==> src/rtl/bht_predictor_if.sv <==
// Core-to-predictor bundle for bht_predictor: IF lookup, MEM resolution and the
// tracked-branch/flush status returned to the pipeline.
interface bht_predictor_if;
    logic [31:0] pc;
    logic        is_branch;
    logic        stall;
    logic        PCSrc;
    logic        is_taken;
    logic [31:0] mem_pc;
    logic        mem_valid;
    logic        miss_predict;
    logic        flush;

    modport master (
        output pc, is_branch, stall, PCSrc,
        input  is_taken, mem_pc, mem_valid, miss_predict, flush
    );

    modport slave (
        input  pc, is_branch, stall, PCSrc,
        output is_taken, mem_pc, mem_valid, miss_predict, flush
    );
endinterface

==> src/rtl/bht_predictor.sv <==
// Bimodal branch history table (2-bit counters indexed by pc[9:2]) with an
// ID/EX/MEM tracking pipe. Optional macro BHT_BYPASS_EN forwards same-cycle updates.
module bht_predictor #(
    parameter int NUM_ENTRIES = 256,
    parameter int PIPE_DEPTH  = 3
) (
    input  logic           clk,
    input  logic           rst_i,
    bht_predictor_if.slave bus
);
    localparam int IDX_W = $clog2(NUM_ENTRIES);

    if (PIPE_DEPTH != 3) begin : g_depth_check
        $error("bht_predictor supports only PIPE_DEPTH == 3");
    end

    typedef struct packed {
        logic        valid;
        logic [31:0] pc;
        logic        pred;
    } stage_t;

    stage_t id_q, id_d;
    stage_t ex_q, ex_d;
    stage_t mem_q, mem_d;

    logic [1:0] cnt_q [NUM_ENTRIES];
    logic [1:0] cnt_d [NUM_ENTRIES];

    logic [IDX_W-1:0] if_idx;
    logic [IDX_W-1:0] upd_idx;
    logic [1:0]       upd_cur;
    logic [1:0]       upd_val;
    logic [1:0]       lookup_ctr;
    logic             resolve;
    logic             flush_w;
    logic             miss_w;
    logic             is_taken_w;

    assign if_idx  = bus.pc[IDX_W+1:2];
    assign upd_idx = mem_q.pc[IDX_W+1:2];
    assign resolve = mem_q.valid & ~bus.stall;
    assign flush_w = resolve & (mem_q.pred != bus.PCSrc);
    assign miss_w  = resolve & mem_q.pred & ~bus.PCSrc;

    // Saturating counter step for the resolving branch.
    always_comb begin
        upd_cur = cnt_q[upd_idx];
        upd_val = upd_cur;
        if (bus.PCSrc) begin
            if (upd_cur != 2'b11) upd_val = upd_cur + 2'd1;
        end else begin
            if (upd_cur != 2'b00) upd_val = upd_cur - 2'd1;
        end
    end

    always_comb begin
        // NOTE: default every comb output first so no path leaves it unassigned (no latch).
        lookup_ctr = cnt_q[if_idx];
`ifdef BHT_BYPASS_EN
        if (resolve && (upd_idx == if_idx)) lookup_ctr = upd_val;
`endif
        is_taken_w = bus.is_branch & (lookup_ctr >= 2'b10);
    end

    always_comb begin
        cnt_d = cnt_q;
        if (resolve) cnt_d[upd_idx] = upd_val;
    end

    // Stall freezes everything; a flush squashes wrong-path entries in place.
    always_comb begin
        id_d  = id_q;
        ex_d  = ex_q;
        mem_d = mem_q;
        if (!bus.stall) begin
            if (flush_w) begin
                id_d.valid  = 1'b0;
                ex_d.valid  = 1'b0;
                mem_d.valid = 1'b0;
            end else begin
                id_d  = '{valid: bus.is_branch, pc: bus.pc, pred: is_taken_w};
                ex_d  = id_q;
                mem_d = ex_q;
            end
        end
    end

    always_ff @(posedge clk) begin
        if (rst_i) begin
            // NOTE: non-blocking for all state; the table is reset because every
            // counter must read weakly-not-taken one cycle after reset.
            id_q  <= '0;
            ex_q  <= '0;
            mem_q <= '0;
            for (int i = 0; i < NUM_ENTRIES; i++) cnt_q[i] <= 2'b01;
        end else begin
            id_q  <= id_d;
            ex_q  <= ex_d;
            mem_q <= mem_d;
            cnt_q <= cnt_d;
        end
    end

    assign bus.is_taken     = is_taken_w;
    assign bus.mem_pc       = mem_q.pc;
    assign bus.mem_valid    = mem_q.valid;
    assign bus.miss_predict = miss_w;
    assign bus.flush        = flush_w;
endmodule

==> src/flat_wrapper.sv <==
// flat-port wrapper written by rule: the top's interface ports become plain ports
module bht_predictor_flat 
#(
    parameter int NUM_ENTRIES = 256,
    parameter int PIPE_DEPTH  = 3
)
  (clk, rst_i, bus_pc, bus_is_branch, bus_stall, bus_PCSrc, bus_is_taken, bus_mem_pc, bus_mem_valid, bus_miss_predict, bus_flush);
  bht_predictor_if bus_i ();
  input  logic clk;
  input  logic rst_i;
  input wire logic [$bits(bus_i.pc)-1:0] bus_pc;
  input wire logic [$bits(bus_i.is_branch)-1:0] bus_is_branch;
  input wire logic [$bits(bus_i.stall)-1:0] bus_stall;
  input wire logic [$bits(bus_i.PCSrc)-1:0] bus_PCSrc;
  output wire logic [$bits(bus_i.is_taken)-1:0] bus_is_taken;
  output wire logic [$bits(bus_i.mem_pc)-1:0] bus_mem_pc;
  output wire logic [$bits(bus_i.mem_valid)-1:0] bus_mem_valid;
  output wire logic [$bits(bus_i.miss_predict)-1:0] bus_miss_predict;
  output wire logic [$bits(bus_i.flush)-1:0] bus_flush;
  assign bus_i.pc = bus_pc;
  assign bus_i.is_branch = bus_is_branch;
  assign bus_i.stall = bus_stall;
  assign bus_i.PCSrc = bus_PCSrc;
  assign bus_is_taken = bus_i.is_taken;
  assign bus_mem_pc = bus_i.mem_pc;
  assign bus_mem_valid = bus_i.mem_valid;
  assign bus_miss_predict = bus_i.miss_predict;
  assign bus_flush = bus_i.flush;
  bht_predictor #(.NUM_ENTRIES(NUM_ENTRIES), .PIPE_DEPTH(PIPE_DEPTH)) u_core (.clk(clk), .rst_i(rst_i), .bus(bus_i));
endmodule
==> config.mk <==
export PLATFORM = sky130hd
export DESIGN_NAME = bht_predictor_flat
export DESIGN_NICKNAME = d
export VERILOG_FILES = /design/src/rtl/bht_predictor_if.sv /design/src/rtl/bht_predictor.sv /design/src/flat_wrapper.sv
export SDC_FILE = /design/constraint.sdc
export NUM_CORES = 1
export LEC_CHECK = 0
export CORE_AREA = 2 2 193 243
export CTS_CLUSTER_DIAMETER = 200
export DETAILED_ROUTE_END_ITERATION = 12
export DIE_AREA = 0 0 195 245
export DONT_BUFFER_PORTS = 1
export PLACE_DENSITY = 0.79
export SETUP_SLACK_MARGIN = 0.05
export SLEW_MARGIN = 20
export SYNTH_ARGS = -nofsm -noshare
export SYNTH_HDL_FRONTEND = slang
export SYNTH_SLANG_ARGS = --single-unit
==> constraint.sdc <==
create_clock -name clk -period 5.7 [get_ports clk]
set_input_delay 1.14 -clock clk [delete_from_list [all_inputs] [get_ports clk]]
set_output_delay 1.14 -clock clk [all_outputs]
set_load 0.005 [all_outputs]
==> Word-level counts from Yosys, hierarchy flattened <==
Cells that the tools add are included.
{ "totals": {"input_bits": 37, "word_cells": 301, "output_inout_bits": 36, "register_bits": 614} }
{ "classes": {"reduce_logical": 3, "n_mux": 15, "order_cmp": 4, "addsub": 2, "bitwise_logic": 10, "eq_ne": 2} }
{ "op_table": {"columns": ["operator", "count"], "rows": [
  ["$bwmux W512", 1],
  ["$bmux W2 S8", 2],
  ["$ge A9 B9 Y1 const B", 2],
  ["$not A8 Y9", 2],
  ["$demux W2 S8", 1],
  ["$mux W2", 8],
  ["$lt A9 B1 Y1 const B", 1],
  ["$and A1 B1 Y1", 5],
  ["$mux W1", 3],
  ["$not A1 Y1", 3],
  ["$add A2 B1 Y2 const B", 1],
  ["$ge A2 B2 Y1 const B", 1],
  ["$ne A2 B2 Y1 const B", 1],
  ["$reduce_and A2 Y1", 1],
  ["$reduce_bool A2 Y1", 1],
  ["$sub A2 B1 Y2 const B", 1],
  ["$logic_and A1 B1 Y1", 1],
  ["$ne A1 B1 Y1", 1]
]} }

==> Depth between registers and ports, before layout <==
Gate-level depths: netlist (run 1).
{ "depth": {"ltp_word": 8, "ltp_mapped": 14, "ltp_nobuf": 8} }

==> Least setup slack after synthesis (run 1) <==
OpenSTA, ideal clock, no wires.
{ "synth_path": {"path_type": "input -> output", "startpoint": "input port bus_pc[2]", "endpoint": "output port bus_is_taken", "slack_ns": 0.900, "arrival_time_ns": 3.660, "required_ns": 4.560, "path_stages": 9, "cell_sequence": "buf_2 > buf_2 > buf_2 > mux4_2 > mux4_2 > mux2_2 > nand2_1 > o2111ai_1 > and4b_1"} }
{ "synth_via": {"elab_chain_len": 6} }
{ "synth_lines": {"columns": ["item", "line_no", "text"], "rows": [
  ["start: declaration", "flat_wrapper.sv:11", "input wire logic [$bits(bus_i.pc)-1:0] bus_pc;"],
  ["$not A8 Y9 (not written as such)", "bht_predictor.sv:59", "lookup_ctr = cnt_q[if_idx];"],
  ["$bmux W2 S8", "bht_predictor.sv:59", null],
  ["$mux W2 (not written as such) (2 in a row)", "bht_predictor.sv:59", null],
  ["$ge A2 B2 Y1", "bht_predictor.sv:63", "is_taken_w = bus.is_branch & (lookup_ctr >= 2'b10);"],
  ["$and A1 B1 Y1", "bht_predictor.sv:63", null],
  ["end: declaration", "flat_wrapper.sv:15", "output wire logic [$bits(bus_i.is_taken)-1:0] bus_is_taken;"]
]} }
Every way passes these cells. The select of a mux whose other input is x is not followed.

==> Final worst setup path (run 1) <==
{ "layout_path": {"startpoint": "register u_core.mem_q, in the netlist u_core.bus.mem_pc[3]", "endpoint": "register u_core.cnt_q[453] (netlist bit)"} }
{ "layout_via": {"elab_chain_len": 8, "elab_cells_between_ends": 17} }
{ "layout_lines": {"columns": ["item", "line_no", "text"], "rows": [
  ["start: declaration", "bht_predictor.sv:25", "stage_t mem_q, mem_d;"],
  ["start signal: assignment", "bht_predictor.sv:100", "mem_q <= mem_d;"],
  ["$not A8 Y9 (not written as such) (*)", "bht_predictor.sv:48, bht_predictor.sv:68", null],
  ["$bmux W2 S8", "bht_predictor.sv:48", "upd_cur = cnt_q[upd_idx];"],
  ["$mux W2 (not written as such) (2 in a row)", "bht_predictor.sv:48", null],
  ["$sub A2 B1 Y2 (tied with other cells)", "bht_predictor.sv:53", "if (upd_cur != 2'b00) upd_val = upd_cur - 2'd1;"],
  ["$mux W2 (on tied branches)", "bht_predictor.sv:53, bht_predictor.sv:51", null],
  ["$mux W2", "bht_predictor.sv:50", "if (bus.PCSrc) begin"],
  ["$bwmux W512 (*)", "bht_predictor.sv:68", "if (resolve) cnt_d[upd_idx] = upd_val;"],
  ["end signal: assignment", "bht_predictor.sv:101", "cnt_q <= cnt_d;"],
  ["end: declaration", "bht_predictor.sv:27", "logic [1:0] cnt_q [NUM_ENTRIES];"]
]} }
Mark *: on every way between the ends. The rest lies on a longest branch, timed or not. The select of a mux whose other input is x is not followed.
A chain may end at the register's enable or synchronous reset.

==> results of run 1 <==
==> metal layers <==
layer | up-vias | track usage
met5 | - | 0
met4 | 0 | 0.198
met3 | 317 | 0.0529
met2 | 1378 | 0.539
met1 | 11800 | 0.408
li1 | 11000 | -
==> report_power, final <==
group / internal [mW] / leakage [nW] / switching [mW] / total (mW)
clock network: 2.19 / 0.902 / 1.63 / 3.82
logic: 0.0771 / 2.88 / 0.166 / 0.243
registers: 4.31 / 4.97 / 0.0196 / 4.33
total: 6.58 / 8.75 / 1.81 / 8.40
==> critical path, stage by stage (launching register included) <==
cell and delay [ps]:
dfxtp_4 870, buf_4 530, mux4_2 370, a22oi_1 260
nand4_1 340, a221oi_1 880, and4b_1 320, and2_1 150
maj3_4 770, buf_12 370, a311oi_1 170
==> worst paths after layout <==
| kind | end | from | slack [ps] |
|---|---|---|---|
| hold reg to reg | u_core.bus.mem_pc[23] | u_core.ex_q[24] | 450 |
| setup / recovery | u_core.cnt_q[453] | u_core.bus.mem_pc[3] | 320 |
| setup reg to reg | u_core.cnt_q[453] | u_core.bus.mem_pc[3] | 320 |
| hold / removal | u_core.bus.mem_pc[23] | u_core.ex_q[24] | 450 |
==> Yosys cell counts (5+ instances only) <==
library cell    n
dfxtp_1       614
a21oi_1       595
nand2_1       488
clkbuf_1      264
o21ai_1       246
a311oi_1      221
mux4_2        199
nor2_1         94
a22oi_1        53
buf_4          52
buf_2          46
a211oi_1       36
buf_6          29
mux2i_1        23
nor3_1         20
o21ai_0        11
and2_1          7
nand2b_1        7
nor2b_1         7
and4b_1         5
==> stage by stage <==
step / power (mW) / area, um^2
final: 8.40 / 30300
after global routing: 8.59 / 30300
after CTS: 8.40 / 30300
after detailed placement: 4.66 / 28400
after global placement: 4.66 / 28400
after floorplan: 4.71 / 28800
==> registers in the layout (all words and copies together) (netlist names) <==
name and count:
u_core.cnt_q 512, u_core.mem_q 1, u_core.ex_q 34, u_core.bus.mem_valid 1, u_core.id_q 34, u_core.bus.mem_pc 32
==> cell type report <==
cell class / instances / area (um^2)
antenna: 2 / 5.00
clock buffer: 87 / 1680
clock inverter: 12 / 165
fill: 3430 / 15300
inverter: 6 / 22.5
multi-input combinational: 2071 / 14800
sequential: 614 / 12300
tap: 585 / 732
timing repair buffer: 69 / 606
==> cells by family (layout without fill, tap and decap cells) <==
| logic type | Yosys count | in the layout | synth area share |
|---|---|---|---|
| xor+xnor | 1 | 1 | 0.000304 |
| flops | 614 | 614 | 0.427 |
| compound gates | 1187 | 1187 | 0.246 |
| mux | 226 | 226 | 0.165 |
| fa+ha+maj | 2 | 2 | 0.000781 |
| buf+inv | 400 | 174 | 0.0684 |
| other cells | 0 | 2 | 0 |
| simple gates | 655 | 655 | 0.0926 |
==> layout by cell type, fill, tap and decap left out, types with 16 or more instances in the layout <==
| cell type | n |
|---|---|
| mux2i_1 | 23 |
| mux4_2 | 199 |
| a21oi_1 | 595 |
| nand2_1 | 488 |
| dfxtp_1 | 612 |
| a311oi_1 | 221 |
| nor2_1 | 85 |
| clkbuf_16 | 57 |
| buf_4 | 62 |
| o21ai_1 | 246 |
| a22oi_1 | 53 |
| a211oi_1 | 36 |
| clkbuf_1 | 16 |
==> results.sh, run 1 <==
export IMPL_rows=88
export IMPL_clock_latency_ps=600
export IMPL_max_slew_margin=0.216
export IMPL_synth_top_cell_area_share=0.427
export IMPL_fin_crit_ps=5380
export IMPL_grt_setup_unrepaired="no"
export IMPL_seq_area_frac_synth=0.427
export IMPL_ir_drop_mv=0.197
export IMPL_endpoint_kind="register"
export IMPL_syn_num_nets=3122
export IMPL_maxCapViolCount=0
export IMPL_layout_cells_non_filler=3446
export IMPL_cp_arrival_ps=5800
export IMPL_coreArea_mm2=0.0456
export IMPL_initial_utilization=0.632
export IMPL_fin_nets=2855
export IMPL_ys_seq_elements=614
export IMPL_clockBufferDepth=3
export IMPL_hold_depth=2
export IMPL_drive_above_1_share=0.139
export IMPL_hpwlAfterDp_mm=46.0
export IMPL_yosys_warnings=0
export IMPL_path_max_fanout=77
export IMPL_die_w_um=195
export IMPL_synth_ff_type="dfxtp_1"
export IMPL_start_kind="register"
export IMPL_setup_violations=0
export IMPL_wl_met1_mm=29.7
export IMPL_drt_iter0_drc=3455
export IMPL_dr_pass1_iters=7
export IMPL_finalHoldViolCount=0
export IMPL_slew_violations=0
export IMPL_post_place_ws_ps=593
export IMPL_synth_edf_count=0
export IMPL_cellPowerDensity_mw_per_mm2=277
export IMPL_h_tree_depth=2
export IMPL_holdCritPathClass="reg -> reg"
export IMPL_cts_hold_buf=0
export IMPL_yosysUniqueCellTypes=56
export IMPL_grt_max_degree=615
export IMPL_ant_nets=0
export IMPL_leakagePower_nw=8.75
export IMPL_synth_top_area_cell="dfxtp_1"
export IMPL_dp_cells=3345
export IMPL_overflow=0
export IMPL_clkTransAtPathRegs_ps=70
export IMPL_crit_type="reg -> reg"
export IMPL_syn_area_per_cell_um2=9.34
export IMPL_period_share=0.944
export IMPL_die_h_um=245
export IMPL_globalplace_congestion=0.821
export IMPL_finalSetupTns_ps=0
export IMPL_fin_skew_ps=22.5
export IMPL_syn_inst=3085
export IMPL_area_growth_pct=5.04
export IMPL_ys_async_sr_fraction=0
export IMPL_met2RoutedLength_mm=38.8
export IMPL_tightest_slew_ps=1170
export IMPL_grt_pass1_wl_mm=126
export IMPL_grt_total_usage=0.328
export IMPL_wl_per_cell_um=23.4
export IMPL_hold_worst_slack_ps=451
export IMPL_cts_tree="yes"
export IMPL_vias=24400
export IMPL_synth_area_leaders="dfxtp_1, mux4_2, a21oi_1, a311oi_1, nand2_1"
export IMPL_io_pin_count=73
export IMPL_reg2reg_depth=10
export IMPL_setup_ws_ps=322
export IMPL_wl_mm=80.5
export IMPL_antenna_found_initial=2
export IMPL_synth_area_mm2=0.0288
export IMPL_wl_met3_mm=7.47
export IMPL_clkSinkCount=614
export IMPL_cts_root_buffer="clkbuf_16"
export IMPL_avgViaCountPerCell=7.09
export IMPL_grt_pass1_vias=23500
export IMPL_maxUsedRoutingLayer="met4"
export IMPL_crit_required_ps=6120
export IMPL_dieArea_mm2=0.0478
export IMPL_cts_repair_resized=0
export IMPL_cts_buffers_inserted=56
export IMPL_status="complete, no violations"
export IMPL_max_freq_mhz=186
export IMPL_postCtsSetupBuffers=0
export IMPL_portBuffers=0
export IMPL_remaining_drc_errors=0
export IMPL_post_route_util=0.664
No activity file was read; power rests on OpenSTA's default activity.
==> run 2, diff against run 1 <==
Settings changed: SLEW_MARGIN 20 to 40.
==> run 2 against run 1 <==
Against the previous run:
- the run now ends with max-slew violations left
- worst setup slack improved by 200 ps
- fmax grew 3.9%
- hold slack got worse by 9.9 ps
- clock-buffer cell count increased by 1
- combinational power up 3%
- via count hardly changed
- clock power increased by 3%
- largest cell class unchanged
- largest power group unchanged
==> results.sh, run 2 (synthesis gave the netlist of run 1 again) <==
export IMPL_status="finished with violations"
export IMPL_violations="max-slew violations"
export IMPL_fin_crit_ps=5170
export IMPL_cts_tree="yes"
export IMPL_antenna_found_initial=2
export IMPL_grt_pass1_vias=23500
export IMPL_avgViaCountPerCell=7.07
export IMPL_wl_mm=80.3
export IMPL_tightest_slew_ps=2160
export IMPL_initial_utilization=0.632
export IMPL_crit_start="u_core.bus.mem_pc[3]"
export IMPL_area_growth_pct=5.73
export IMPL_clockBufferDepth=3
export IMPL_die_h_um=245
export IMPL_drt_iter0_drc=3808
export IMPL_endpoint_kind="register"
export IMPL_layout_common_cells="dfxtp_1, a21oi_1, nand2_1"
export IMPL_cellPowerDensity_mw_per_mm2=280
export IMPL_cp_arrival_ps=5600
export IMPL_period_share=0.908
export IMPL_cts_root_buffer="clkbuf_16"
export IMPL_clkTransAtPathRegs_ps=70
export IMPL_setup_ws_ps=525
export IMPL_setup_violations=0
export IMPL_clock_latency_ps=610
export IMPL_largest_register_ffs=512
export IMPL_grt_pass1_wl_mm=126
export IMPL_hpwlAfterDp_mm=46.1
export IMPL_final_common_cell="dfxtp_1"
export IMPL_vias=24400
export IMPL_rr_startpoint="u_core.bus.mem_pc[3]"
export IMPL_maxCapViolCount=0
export IMPL_dr_pass1_iters=8
export IMPL_finalHoldViolCount=0
export IMPL_top_regs="u_core.cnt_q (512), u_core.ex_q (34), u_core.id_q (34)"
export IMPL_coreArea_mm2=0.0456
export IMPL_grt_total_usage=0.328
export IMPL_overflow=0
export IMPL_holdCritPathClass="reg -> reg"
export IMPL_grt_setup_unrepaired="no"
export IMPL_path_max_fanout=68
export IMPL_fin_nets=2861
export IMPL_top_register="u_core.cnt_q"
export IMPL_drive_above_1_share=0.144
export IMPL_postCtsSetupBuffers=0
export IMPL_die_w_um=195
export IMPL_dieArea_mm2=0.0478
export IMPL_globalplace_congestion=0.821
export IMPL_ant_nets=0
export IMPL_start_kind="register"
export IMPL_hp_start="u_core.id_q[13]"
export IMPL_ir_drop_mv=0.217
export IMPL_reg2reg_slack_ps=530
export IMPL_crit_required_ps=6120
export IMPL_post_place_ws_ps=614
export IMPL_portBuffers=0
export IMPL_max_freq_mhz=193
export IMPL_max_slew_margin=-0.441
export IMPL_finalSetupTns_ps=0
export IMPL_grt_max_degree=615
export IMPL_clkSinkCount=614
export IMPL_crit_type="reg -> reg"
export IMPL_fillers=3417
export IMPL_slew_violations=340
export IMPL_io_pin_count=73
export IMPL_leakagePower_nw=8.85
export IMPL_cts_repair_resized=0
export IMPL_fin_skew_ps=19.8
export IMPL_cts_hold_buf=0
export IMPL_wl_per_cell_um=23.3
export IMPL_rows=88
export IMPL_antenna_cells=0
export IMPL_remaining_drc_errors=0
export IMPL_cts_buffers_inserted=58
export IMPL_h_tree_depth=2
## run 2: worst max-delay path, stage by stage (launching register included)
cell	delay (ps)
dfxtp_4	860
buf_4	530
mux4_2	380
a22oi_1	280
nand4_1	370
a221oi_1	830
and4b_1	320
and2_1	150
maj3_4	380
buf_12	300
buf_12	310
a311oi_1	170
## run 2: cell type report
| class | instances | area [um^2] | area share |
|---|---|---|---|
| Clock buffer | 88 | 1790 | 0.0587 |
| Multi-Input combinational cell | 2071 | 14800 | 0.485 |
| Tap cell | 585 | 732 | 0.0240 |
| Clock inverter | 15 | 161 | 0.00530 |
| Timing Repair Buffer | 73 | 692 | 0.0227 |
| Sequential cell | 614 | 12300 | 0.404 |
| Inverter | 6 | 22.5 | 0.000739 |
## run 2: layer usage
metal / vias to the layer above / GRT usage / routed length (um)
li1: 11000 / - / -
met1: 11800 / 0.411 / 29900
met2: 1369 / 0.541 / 38200
met3: 305 / 0.0513 / 7370
met4: 2 / 0.195 / 4740
met5: - / 0 / 15
## run 2: path summary, 6_finish.rpt
check	end	cells past startpoint
max reg2reg	u_core.cnt_q[453]	11
min reg2reg	u_core.ex_q[13]	2
max	u_core.cnt_q[453]	11
min	u_core.ex_q[13]	2
## run 2: report_power, final
group          switching [mW]  leakage [nW]  internal [mW]  total (mW)
Sequential             0.0197          4.97           4.31        4.33
Combinational           0.166          2.93         0.0832       0.250
Clock                    1.67         0.957           2.29        3.95
## run 2: metrics by stage
stage / std cells / hold slack [ps] / cell area, um^2 / power [mW] / util
2_1_floorplan: 3085 / 432 / 28800 / 4.71 / -
3_3_place_gp: 3345 / 433 / 28400 / 4.66 / 0.623
3_5_place_dp: 3347 / 443 / 28500 / 4.67 / 0.625
4_1_cts: 3450 / 452 / 30400 / 8.54 / 0.667
5_1_grt: 3452 / 467 / 30500 / 8.74 / 0.668
6_report: 3452 / 441 / 30500 / 8.54 / 0.668
